## src/rtl/vline_counter.sv

```systemverilog
// Vertical line counter for the vsync stage: counts line strobes, clears on the
// vsync request, and reports frame lock, frame-start pulses, frame number and overrun.
module vline_counter #(
  parameter int busWidth   = 11,
  parameter int limitLines = 2**busWidth - 1,
  parameter int frameBits  = 8
) (
  input  logic                 clock,
  input  logic                 reset_n,
  input  logic                 lineDone,
  input  logic                 countEnable,
  input  logic                 vCountReset_n,
  output logic [busWidth-1:0]  counterVal,
  output logic                 frameStart,
  output logic [frameBits-1:0] frameCount,
  output logic                 locked,
  output logic                 overrun
);

  typedef enum logic {
    SYNC_WAIT = 1'b0,
    COUNT     = 1'b1
  } state_e;

  localparam logic [busWidth-1:0] LIMIT = limitLines[busWidth-1:0];

  state_e               state_q, state_d;
  logic [busWidth-1:0]  counter_q, counter_d;
  logic                 frame_start_q, frame_start_d;
  logic [frameBits-1:0] frame_count_q, frame_count_d;
  logic                 locked_q, locked_d;
  logic                 overrun_q, overrun_d;
  logic                 vres_prev_q, vres_prev_d;

  logic v_fall;
  logic incr;

  assign v_fall = vres_prev_q & ~vCountReset_n;
  assign incr   = lineDone & countEnable;

  always_comb begin
    // NOTE: every output of this block gets a default first, so no path can infer a latch.
    state_d       = state_q;
    counter_d     = counter_q;
    frame_start_d = 1'b0;
    frame_count_d = frame_count_q;
    locked_d      = locked_q;
    overrun_d     = overrun_q;
    vres_prev_d   = vCountReset_n;

    if (!vCountReset_n) begin
      // The clear level wins over any strobe; only its leading edge is a frame event.
      counter_d = '0;
      if (v_fall) begin
        frame_start_d = 1'b1;
        case (state_q)
          SYNC_WAIT: begin
            state_d  = COUNT;
            locked_d = 1'b1;
          end
          COUNT:     frame_count_d = frame_count_q + 1'b1;
          default:   state_d = SYNC_WAIT;
        endcase
      end
    end else if (incr) begin
      if (counter_q == LIMIT) begin
        counter_d = '0;
        overrun_d = 1'b1;
        locked_d  = 1'b0;
        state_d   = SYNC_WAIT;
      end else begin
        counter_d = counter_q + 1'b1;
      end
    end
  end

  always_ff @(posedge clock) begin
    // NOTE: non-blocking assignments keep every flop sampling pre-edge values.
    if (!reset_n) begin
      state_q       <= SYNC_WAIT;
      counter_q     <= '0;
      frame_start_q <= 1'b0;
      frame_count_q <= '0;
      locked_q      <= 1'b0;
      overrun_q     <= 1'b0;
      vres_prev_q   <= 1'b1;
    end else begin
      state_q       <= state_d;
      counter_q     <= counter_d;
      frame_start_q <= frame_start_d;
      frame_count_q <= frame_count_d;
      locked_q      <= locked_d;
      overrun_q     <= overrun_d;
      vres_prev_q   <= vres_prev_d;
    end
  end

  assign counterVal = counter_q;
  assign frameStart = frame_start_q;
  assign frameCount = frame_count_q;
  assign locked     = locked_q;
  assign overrun    = overrun_q;

endmodule

```

## config.mk

```make
export PLATFORM = sky130hd
export DESIGN_NAME = vline_counter
export DESIGN_NICKNAME = d
export VERILOG_FILES = /design/src/rtl/vline_counter.sv
export SDC_FILE = /design/constraint.sdc
export NUM_CORES = 1
export LEC_CHECK = 0
export BUFFER_PORTS_ARGS = -buffer_cell sky130_fd_sc_hd__buf_2
export CORE_MARGIN = 10
export CORE_UTILIZATION = 40
export CTS_CLUSTER_SIZE = 8
export DETAILED_ROUTE_END_ITERATION = 8
export PLACE_DENSITY = 0.66
export SLEW_MARGIN = 20
export SYNTH_ARGS = -nofsm -noshare
export SYNTH_HDL_FRONTEND = slang
export SYNTH_SLANG_ARGS = --single-unit
```

## constraint.sdc

```tcl
create_clock -name clock -period 1.7 [get_ports clock]
set_clock_uncertainty 0.2 [all_clocks]
set_input_delay 0.17 -clock clock [delete_from_list [all_inputs] [get_ports clock]]
set_output_delay 0.17 -clock clock [all_outputs]
set_load 0.05 [all_outputs]
```

-- Word level (Yosys, flattened, before mapping)
Cells that the tools add are included.
- input bits: 5
- register bits: 24
- output and inout port bits: 22
- word-level logic and storage cells: 33
- eq/ne operators: 4
- reduce and logical (&&, ||, !) cells: 7
- bitwise gates (word level): 4
- multiplexer cells: 9
- add/sub/neg operators: 2
- operators by type and width (operator ; number):
    adder 11 x 1 -> 11 bit, second input constant ; 1
    == test 11 bit, second input constant ; 1
    2-to-1 mux 11 bit ; 1
    AND reduction 3 bit ; 3
    adder 8 x 1 -> 8 bit, second input constant ; 1
    2-to-1 mux 1 bit ; 8
    inequality test 2 x 1 -> 1 bit, second input constant ; 2
    AND reduction 4 bit ; 1
    bitwise AND 1 bit ; 2
    inequality test 2 bit, second input constant ; 1
    inverter 1 bit ; 2
    AND reduction 2 bit ; 1
    nonzero test 2 bit ; 1
    OR reduction 2 bit ; 1

-- Depth between registers and ports, before layout
- depth in word-level cells: 4
- mapped depth: 5
- gate-level depth less buffers: 5

-- Worst setup path after synthesis
Ideal clock, no wire load.
- path type: reg-to-reg
- from: reg counter_q[0], in the netlist counterVal[0]
- to: reg counter_q[1], in the netlist counterVal[1]
- stages on the path, launching flop included: 6
- setup time: 0.121 ns
- arrival: 1.710 ns
- period minus slack after synthesis: 2.031 ns
- path slack: -0.331 ns
- path buffers: 0
- data required time: 1.379 ns
- path through: dfxtp_1 ha_1 nand3_1 or4_4 nand4_1 a21oi_1
- cells in the longest elaborated chain, start to end: 2
- elaborated cells on any way between the ends: 3
- those cells by class: add/sub (1); eq/ne (1); mux (1)
- RTL lines (what ; line ; text):
    start: declaration ; 28 ; logic [busWidth-1:0] counter_q, counter_d;
    start signal: assignment ; 89 ; counter_q <= counter_d;
    adder 11 x 1 -> 11 bit / == test 11 bit (equally long branches) ; 72, 66 ;
    2-to-1 mux 11 bit (*) ; 66 ; if (counter_q == LIMIT) begin
Mark *: on every way between the ends. The rest lies on a longest branch, timed or not.
A chain may end at the register's enable or synchronous reset.

-- Final worst setup path
- from: in vCountReset_n
- to: reg frame_count_q[5], in the netlist frameCount[5]
- cells in the longest elaborated chain, start to end: 3
- RTL lines (what ; line ; text):
    start: declaration ; 12 ; input logic vCountReset_n,
    inverter 1 bit (no source line) (*) ; - ;
    bitwise AND 1 bit ; 38 ; assign v_fall = vres_prev_q & ~vCountReset_n;
    AND reduction 3 bit (no source line) (*) ; - ;
    end signal: assignment ; 91 ; frame_count_q <= frame_count_d;
    end: declaration ; 30 ; logic [frameBits-1:0] frame_count_q, frame_count_d;
Marks and branches as above.

==> flow_metrics.py <==
metrics = {
    "grt": {
        "met2_usage": 0.1395,
        "grt_antenna_before_repair": 0,
        "overflow": 0,
        "grt_pass1_wl_um": 3781,
        "grt_util_met1": 0.1053,
        "grt_max_degree": 15,
        "grt_pass1_vias": 856,
        "grt_usage": 0.08805,
        "top_usage_layer": "met2",
        "grtUsageMet3": 0.02789,
    },
    "clocking": {
        "cts_tree": "built",
        "clock_latency_ps": 300,
        "numCtsBuffers": 3,
        "clkTransAtPathRegs_ps": 120,
        "clock_sinks": 24,
        "root_buffer": "clkbuf_4",
        "clk_path_buf_depth": 2,
        "htree_levels": 1,
    },
    "place": {
        "hpwl_um": 1681,
        "pre_cts_slack_ps": 64.04,
        "dpl_cell_area_sq_um": 1232,
        "placed_cells": 167,
        "io_buffers": 26,
        "place_congestion": 0.7957,
    },
    "finish": {
        "final_nets": 155,
        "syn2layout_area_growth_pct": 30.71,
        "seq_area_sq_um": 509.2,
        "fillCellCount": 231,
        "drive_gt1_frac": 0.3401,
        "fin_area_sq_um": 1353,
        "diodes": 0,
        "multi_input_area_sq_um": 580.6,
        "final_cells": 177,
    },
    "sta": {
        "finalSetupViolations": 0,
        "min_period_ps": 1623,
        "timing_hold_violations_final": 0,
        "setup_ws_ps": 76.90,
        "slew_headroom": 0.8048,
        "tightest_slew_ps": 292.1,
        "drv_slew": 0,
        "timing.fmax_mhz": 616.1,
        "fin_crit_sh": 0.9548,
    },
    "synth": {
        "synth_area_leaders": "dfxtp_1 (46%), xnor2_1 (7.6%), nand2_1 (5.4%)",
        "synth_nets": 119,
        "synthCells": 112,
        "ys_ff_latch": 24,
        "synth_area_sq_um": 1035,
        "yosysMostFrequentCell": "dfxtp_1",
        "syn_area_per_cell_sq_um": 9.239,
        "synth_cell_type_count": 30,
        "async_flop_share": 0,
        "yosysSeqAreaShare": 0.4643,
        "synth_largest_area_cell": "dfxtp_1",
        "synth-main-ff-cell": "dfxtp_1",
        "synth_common_cells": "dfxtp_1 (24), nand2_1 (15), nor2_1 (11)",
        "ys_warn_count": 0,
        "synth_edf_count": 0,
        "synth_top_area_share": 0.4643,
    },
    "pwr": {
        "powerDensity_nw_per_um2": 671.6,
        "leakage_nw": 0.5717,
        "vdd_ir_drop_max_mv": 0.5140,
    },
    "route": {
        "firstDrtPassIters": 2,
        "wl_um": 2256,
        "drt_iter0_markers": 33,
        "drc_errors": 0,
        "vias_per_cell": 4.972,
        "final_antenna_net_count": 0,
        "dr_total_vias": 880,
        "wl_per_cell_um": 12.75,
    },
    "min_path": {
        "hold_class": "reg -> reg",
    },
    "die": {
        "die_y_um": 70.86,
        "die-area_sq_um": 5021,
        "rows": 18,
        "ios": 27,
        "die_w_um": 70.86,
        "core_sq_um": 2477,
        "initial_utilization": 0.4177,
    },
    "critical_path": {
        "arrival_ps": 1640,
        "required_ps": 1720,
        "crit_path_end_kind": "register",
        "cp_max_fo": 6,
        "start_kind": "input pin",
        "critPathKind": "in -> reg",
    },
    "job": {
        "maxCapViolations": 0,
    },
    "run_status": {
        "status": "finished clean",
    },
}
worst paths after layout:
check	startpoint	end	slack, ps	cells past startpoint
worst max-delay path	vCountReset_n	frameCount[5]$_SDFFE_PN0P_	80	6
worst min-delay path	locked$_SDFFE_PN0P_	locked$_SDFFE_PN0P_	270	2
worst max register to register	counterVal[1]$_SDFFE_PN0P_	state_q$_SDFFE_PN0P_	100	5
worst min register to register	locked$_SDFFE_PN0P_	locked$_SDFFE_PN0P_	270	2
layout make-up:
cell class,instances,share of cell area
Tap cell,30,0.02775
Timing Repair Buffer,32,0.1388
Sequential cell,24,0.3765
Inverter,3,0.008326
Multi-Input combinational cell,84,0.4292
Clock buffer,4,0.01943
registers in the layout, indices dropped and copies added, names as in the netlist:
signal       flops
counterVal      11
frameCount       8
frameStart       1
locked           1
overrun          1
state_q          1
vres_prev_q      1
cells in the final DEF, fill, tap and decap left out, drive strengths merged, types with 2 or more instances in the layout:
| cell | n |
|---|---|
| inv | 3 |
| nand3b | 2 |
| a21oi | 2 |
| buf | 27 |
| nor3 | 4 |
| nand3 | 3 |
| and3 | 3 |
| dfxtp | 24 |
| and2 | 6 |
| ha | 2 |
| a21boi | 2 |
| xor2 | 6 |
| nor2 | 11 |
| nand4 | 7 |
| clkbuf | 4 |
| o21ai | 2 |
| nand2 | 15 |
| dlygate4sd3 | 5 |
| xnor2 | 9 |
worst max-delay path: stages:
cell and delay [ps]:
dlygate4sd3_1 540, buf_2 150, nand3b_1 270, nor3_1 260, xor2_1 80, and2_1 150
cells by family (layout without fill, tap and decap cells):
kind of cell | after synthesis | in the layout | synth area share
xor gates and xnor gates | 15 | 15 | 0.1270
AOI/OAI and AO/OA | 9 | 9 | 0.05441
adders and majority gates | 2 | 2 | 0.02418
and+or+nand+nor | 58 | 58 | 0.3156
DFF | 24 | 24 | 0.4643
buffers and inverters | 4 | 39 | 0.01451
per-layer routing:
| metal | wire (um) | share of wire |
|---|---|---|
| met4 | 42 | 0.019 |
| met2 | 1030 | 0.46 |
| met1 | 1069 | 0.47 |
| met3 | 114 | 0.051 |
| met5 | 0 | 0 |
what timing repair did:
action / CTS / global route
buffers inserted: 0 / 1
endpoints found under the hold margin: 3 / 0
endpoints found under the setup margin: 0 / 13
gates resized for setup: 0 / 7
hold buffers: 5 / 0
through the flow:
stage	TNS, ps	hold slack, ps	power [mW]	utilization
after floorplan	0	43.04	0.6337	-
after global routing	-7.316	310.8	0.9498	0.5460
final	0	272.7	0.9084	0.5460
after global placement	0	221.7	0.6546	0.4975
after CTS	0	275.8	0.9153	0.5283
after detailed placement	0	219.4	0.6566	0.4975
power breakdown:
group / internal (mW) / switching, mW / total (mW)
clock network: 0.0915 / 0.161 / 0.253
logic: 0.0292 / 0.0542 / 0.0835
registers: 0.564 / 0.00833 / 0.572
total: 0.684 / 0.224 / 0.908
Note: power is estimated with default switching activity, not from simulation.
